$ cat config.mk
export PLATFORM = sky130hd
export DESIGN_NAME = div_unit
export DESIGN_NICKNAME = d
export VERILOG_FILES = /design/src/rtl/div_unit.sv
export SDC_FILE = /design/constraint.sdc
export NUM_CORES = 1
export LEC_CHECK = 0
export BUFFER_PORTS_ARGS = -buffer_cell sky130_fd_sc_hd__buf_2
export CORE_ASPECT_RATIO = 0.5
export CORE_MARGIN = 2
export CORE_UTILIZATION = 43
export CTS_BUF_LIST = sky130_fd_sc_hd__clkbuf_8
export CTS_CLUSTER_SIZE = 28
export DETAILED_ROUTE_END_ITERATION = 10
export PLACE_DENSITY = 0.68
export SLEW_MARGIN = 20
export SYNTH_ARGS = -nofsm -noshare
export SYNTH_HDL_FRONTEND = slang
export SYNTH_SLANG_ARGS = --single-unit
$ cat constraint.sdc
create_clock -name clk -period 6.4 [get_ports clk]
set_input_delay 1.28 -clock clk [delete_from_list [all_inputs] [get_ports clk]]
set_output_delay 1.28 -clock clk [all_outputs]
set_load 0.02 [all_outputs]
$ cat src/rtl/div_unit.sv
`default_nettype none
// ============================================================================
// Module   : div_unit
// Brief    : Iterative radix-2 restoring divider for RV32M DIV/DIVU/REM/REMU,
//            with a single-cycle path for divide-by-zero and signed overflow.
// Revision : 1.0 - initial release
// ============================================================================
module div_unit #(
    parameter int XLEN = 32
) (
    input  logic            clk,
    input  logic            rst,
    input  logic            valid,
    input  logic            flush_ex,
    input  logic [XLEN-1:0] a,
    input  logic [XLEN-1:0] b,
    input  logic [2:0]      funct3,
    output logic [XLEN-1:0] y,
    output logic            done,
    output logic            busy
);

    localparam int                  c_CNT_W   = $clog2(XLEN) + 1;
    localparam logic [c_CNT_W-1:0]  c_LAST    = c_CNT_W'(XLEN - 1);
    localparam logic [XLEN-1:0]     c_INT_MIN = {1'b1, {(XLEN-1){1'b0}}};

    typedef enum logic [1:0] {
        S_IDLE = 2'd0,
        S_CALC = 2'd1,
        S_FIX  = 2'd2,
        S_DONE = 2'd3
    } state_t;

    state_t              r_state;
    state_t              w_next_state;

    logic [XLEN-1:0]     r_q;
    logic [XLEN-1:0]     r_rem;
    logic [XLEN-1:0]     r_div;
    logic [c_CNT_W-1:0]  r_cnt;
    logic                r_want_rem;
    logic                r_q_neg;
    logic                r_r_neg;
    logic [XLEN-1:0]     r_y;

    logic                w_is_signed;
    logic                w_want_rem;
    logic                w_neg_a;
    logic                w_neg_b;
    logic [XLEN-1:0]     w_abs_a;
    logic [XLEN-1:0]     w_abs_b;
    logic                w_div0;
    logic                w_ovf;
    logic                w_fast;
    logic [XLEN-1:0]     w_fast_y;
    logic                w_accept;
    logic [XLEN:0]       w_trial;
    logic [XLEN-1:0]     w_fix_y;
    logic                w_unused;

    // funct3[2] only marks the M-extension divide group; the unit never decodes it
    assign w_unused    = funct3[2];

    assign w_is_signed = ~funct3[0];
    assign w_want_rem  = funct3[1];
    assign w_neg_a     = w_is_signed & a[XLEN-1];
    assign w_neg_b     = w_is_signed & b[XLEN-1];
    assign w_abs_a     = w_neg_a ? -a : a;
    assign w_abs_b     = w_neg_b ? -b : b;

    assign w_div0      = (b == '0);
    assign w_ovf       = w_is_signed & (a == c_INT_MIN) & (b == '1);
    assign w_fast      = w_div0 | w_ovf;
    assign w_fast_y    = w_want_rem ? (w_div0 ? a  : '0)
                                    : (w_div0 ? '1 : c_INT_MIN);

    assign w_accept    = valid & ~flush_ex &
                         ((r_state == S_IDLE) | (r_state == S_DONE));

    // Bit XLEN of the trial difference is the borrow: set means "does not fit"
    assign w_trial     = {r_rem, r_q[XLEN-1]} - {1'b0, r_div};
    assign w_fix_y     = r_want_rem ? (r_r_neg ? -r_rem : r_rem)
                                    : (r_q_neg ? -r_q   : r_q);

    always_ff @(posedge clk or negedge rst) begin
        if (!rst) begin
            r_state <= S_IDLE;
        end else begin
            r_state <= w_next_state;
        end
    end

    always_comb begin
        w_next_state = r_state;
        if (flush_ex) begin
            w_next_state = S_IDLE;
        end else begin
            case (r_state)
                S_IDLE, S_DONE: begin
                    if (valid) begin
                        w_next_state = w_fast ? S_DONE : S_CALC;
                    end else begin
                        w_next_state = S_IDLE;
                    end
                end
                S_CALC: begin
                    if (r_cnt == c_LAST) begin
                        w_next_state = S_FIX;
                    end
                end
                S_FIX:   w_next_state = S_DONE;
                default: w_next_state = S_IDLE;
            endcase
        end
    end

    always_ff @(posedge clk or negedge rst) begin
        if (!rst) begin
            r_q        <= '0;
            r_rem      <= '0;
            r_div      <= '0;
            r_cnt      <= '0;
            r_want_rem <= 1'b0;
            r_q_neg    <= 1'b0;
            r_r_neg    <= 1'b0;
            r_y        <= '0;
        end else if (w_accept) begin
            if (w_fast) begin
                r_y <= w_fast_y;
            end else begin
                r_q        <= w_abs_a;
                r_div      <= w_abs_b;
                r_rem      <= '0;
                r_cnt      <= '0;
                r_want_rem <= w_want_rem;
                r_q_neg    <= w_neg_a ^ w_neg_b;
                r_r_neg    <= w_neg_a;
            end
        end else if (r_state == S_CALC) begin
            r_cnt <= r_cnt + c_CNT_W'(1);
            if (!w_trial[XLEN]) begin
                r_rem <= w_trial[XLEN-1:0];
                r_q   <= {r_q[XLEN-2:0], 1'b1};
            end else begin
                r_rem <= {r_rem[XLEN-2:0], r_q[XLEN-1]};
                r_q   <= {r_q[XLEN-2:0], 1'b0};
            end
        end else if ((r_state == S_FIX) && !flush_ex) begin
            r_y <= w_fix_y;
        end
    end

    assign y    = r_y;
    assign done = (r_state == S_DONE);
    assign busy = (r_state == S_CALC) | (r_state == S_FIX);

endmodule
`default_nettype wire

==> results.yml <==
critical_path:
  worstSetupEndpointType: "register"
  cp.required_ns: 6.76
  critPathKind: "input pin to register"
  worstPathArrival_ns: 5.12
  worstRegToRegCells: 10
  critPathMaxFanout: 76
  cp-start-kind: "input pin"
logic_synthesis:
  synth_edf_count: 0
  synth_top_family_by_area: "compound AO/OA/AOI/OAI gates"
  synth.distinct_cells: 74
  syn_inst: 1420
  synth_fp_nets: 1533
  yosysWarnings: 0
  synthFlopType: "dfrtp_1"
  synth_seq_cells: 139
  synth-compound-area-share_pct: 24.7
  muxShareOfSynthArea_pct: 2.63
  ys_seq_area_share_pct: 31.3
  synthAdderAreaFrac_pct: 4.79
  synth_xor_area_share_pct: 11.3
  synth_simple_gate_area_share_pct: 19.8
  avgSynthCellArea_um2: 7.83
  syn_area_um2: 11100
  async_flop_share_pct: 100
worst_hold_path:
  hp-class: "register to register"
  hold_depth: 2
sta:
  hold_viol: 0
  finalCritPeriodShare_pct: 74.3
  finalCriticalPeriod_ns: 4.76
  setup_viol_count_final: 0
  setup_tns_ns: 0
  fmax_mhz: 210
  finalClockSkew_ns: 0.0133
  whs_ns: 0.481
  maxSlewHeadroom_pct: 31.6
  slew_viol_final: 0
  worstMarginPinSlew_ns: 1.03
  rsz0062_at_grt: "no"
global_route:
  use_met3_pct: 4.07
  global_route.peak_usage_layer: "met2"
  met2_usage_pct: 37.3
  grt_antenna_before_repair: 0
  gr-usage-all-layers_pct: 24.5
  grt_max_degree: 87
  grt_use_met1_pct: 35.8
  grt_pass1_vias: 10100
  grt_pass1_wl_mm: 53.6
  grt_overflow_total: 0
detailed_routing:
  viasPerCell: 5.79
  dr.pass1.iters: 7
  final_antenna_net_count: 0
  num_vias: 10600
  drc_errors: 0
  routed_wl_mm: 33.2
  drt_iter0_drc: 1012
  wl_per_cell_um: 18.2
floorplanning:
  die_h_um: 118
  coreArea_um2: 25300
  ios: 105
  fp.dieW_um: 231
  start_util_pct: 44.0
  die_area_um2: 27200
  fp-row-count: 41
placement:
  gp_congestion: 0.939
  port_buffers: 103
  place_hpwl_mm: 24.8
pwr:
  power_density_nw_per_um2: 387
  peakVddDrop_v: 0.000198
  leakage_nw: 5.41
clocking:
  cts_hold_buf: 0
  root_buffer: "clkbuf_8"
  cts_sinks: 139
  post_cts_buffers: 0
  cts_buffer_depth: 2
  clock_latency_ns: 0.47
  htreeDepth: 4
  cts_resized: 0
  cts_tree: "built"
  numCtsBuffers: 17
  path_clk_slew_ns: 0.08
run_status:
  outcome: "complete, no violations"
finish:
  drive_gt1_share_pct: 11.6
  diodes: 0
  area_growth_syn_to_layout_pct: 10.2
  nFillCells: 2507
  fin_nets: 1586
run:
  maxCapViolCount: 0
cells in the final DEF, fill, tap and decap left out, types with 16 or more instances in the layout:
master,count
nand2_1,163
nand3_1,25
mux2i_1,27
nor3_1,28
o21ai_0,141
ha_1,41
a21oi_1,148
o31ai_1,24
xor2_1,63
inv_1,69
o41ai_1,19
o21ai_1,25
nand4_1,16
dfrtp_1,139
clkbuf_8,20
buf_2,102
xnor2_1,80
nor2_1,113
nor2b_1,20
synth_stat cells (13+ instances only):
master | n | area, um2
nand2_1 | 163 | 612
or4_1 | 14 | 105
mux2i_1 | 27 | 270
xnor2_1 | 80 | 701
nor2b_1 | 21 | 131
xor2_1 | 64 | 561
a31oi_1 | 15 | 93.8
nand3_1 | 25 | 125
nor2_1 | 113 | 424
a21oi_1 | 148 | 741
nand4_1 | 16 | 100
dfrtp_1 | 139 | 3480
a21o_1 | 13 | 97.6
nor3_1 | 28 | 140
o31ai_1 | 24 | 180
or3_1 | 14 | 87.6
clkbuf_1 | 60 | 225
inv_1 | 69 | 259
o21ai_1 | 25 | 125
ha_1 | 41 | 513
o21ai_0 | 141 | 706
o41ai_1 | 19 | 166
sequential cells by signal (all words and copies together) (netlist names):
signal / flops
r_div: 32
r_q: 32
r_rem: 32
y: 32
r_cnt: 6
r_state: 2
r_q_neg: 1
r_r_neg: 1
r_want_rem: 1
worst paths after layout:
kind	slack (ns)	end	startpoint
setup reg to reg	2.29	r_rem[18]	r_rem[10]
max in group asynchronous	4.26	y[17]	rst
hold reg to reg	0.48	y[5]	y[5]
min in group asynchronous	0.87	r_div[2]	rst
hold / removal	0.48	y[5]	y[5]
setup / recovery	1.64	r_q[19]	b[0]
final cells by class:
cell class	instances	area (um2)	share of cell area, %
repair buffers	113	597	4.87
multi-input cells	1133	7070	57.7
inverters	69	259	2.11
well taps	344	430	3.51
clock inverters	11	144	1.17
clock buffers	20	275	2.25
flip-flops and latches	139	3480	28.4
metrics by stage:
| step | area (um2) | cells | total power, mW | util, % | worst slack [ns] |
|---|---|---|---|---|---|
| 2_1_floorplan | 11100 | 1420 | 3.28 | - | 2.61 |
| 3_3_place_gp | 11800 | 1798 | 3.87 | 46.8 | 1.20 |
| 3_5_place_dp | 11800 | 1798 | 3.94 | 46.8 | 1.15 |
| 4_1_cts | 12200 | 1829 | 4.73 | 48.4 | 1.66 |
| 5_1_grt | 12300 | 1829 | 5.10 | 48.5 | 1.41 |
| 6_report | 12300 | 1829 | 4.74 | 48.5 | 1.64 |
report_power, final:
group / internal, mW / total [mW] / switching (mW)
clock: 0.412 / 0.778 / 0.366
sequential: 1.17 / 1.48 / 0.311
combinational: 0.919 / 2.48 / 1.56
cells by family after synthesis:
kind of cell / count (synthesis)
muxes: 29
buffers and inverters: 148
and+or+nand+nor: 458
xor gates and xnor gates: 144
adders and majority gates: 42
AOI/OAI and AO/OA: 460
DFF: 139
routing by layer:
| layer | up-vias | part of all wire (%) |
|---|---|---|
| li1 | 5154 | - |
| met1 | 5066 | 47 |
| met2 | 337 | 44 |
| met3 | 42 | 6.6 |
| met4 | 0 | 2.0 |
| met5 | - | 0 |
critical path, stage by stage:
cell	delay [ns]
buf_2	0.12
inv_1	0.09
ha_1	0.20
or4b_4	0.51
nor3_4	0.33
nand4_2	0.21
nor4_4	0.64
o21bai_2	0.30
or2_2	0.37
and2_4	0.75
a211oi_1	0.10
a21o_1	0.19
(Power assumes the default switching activity.)
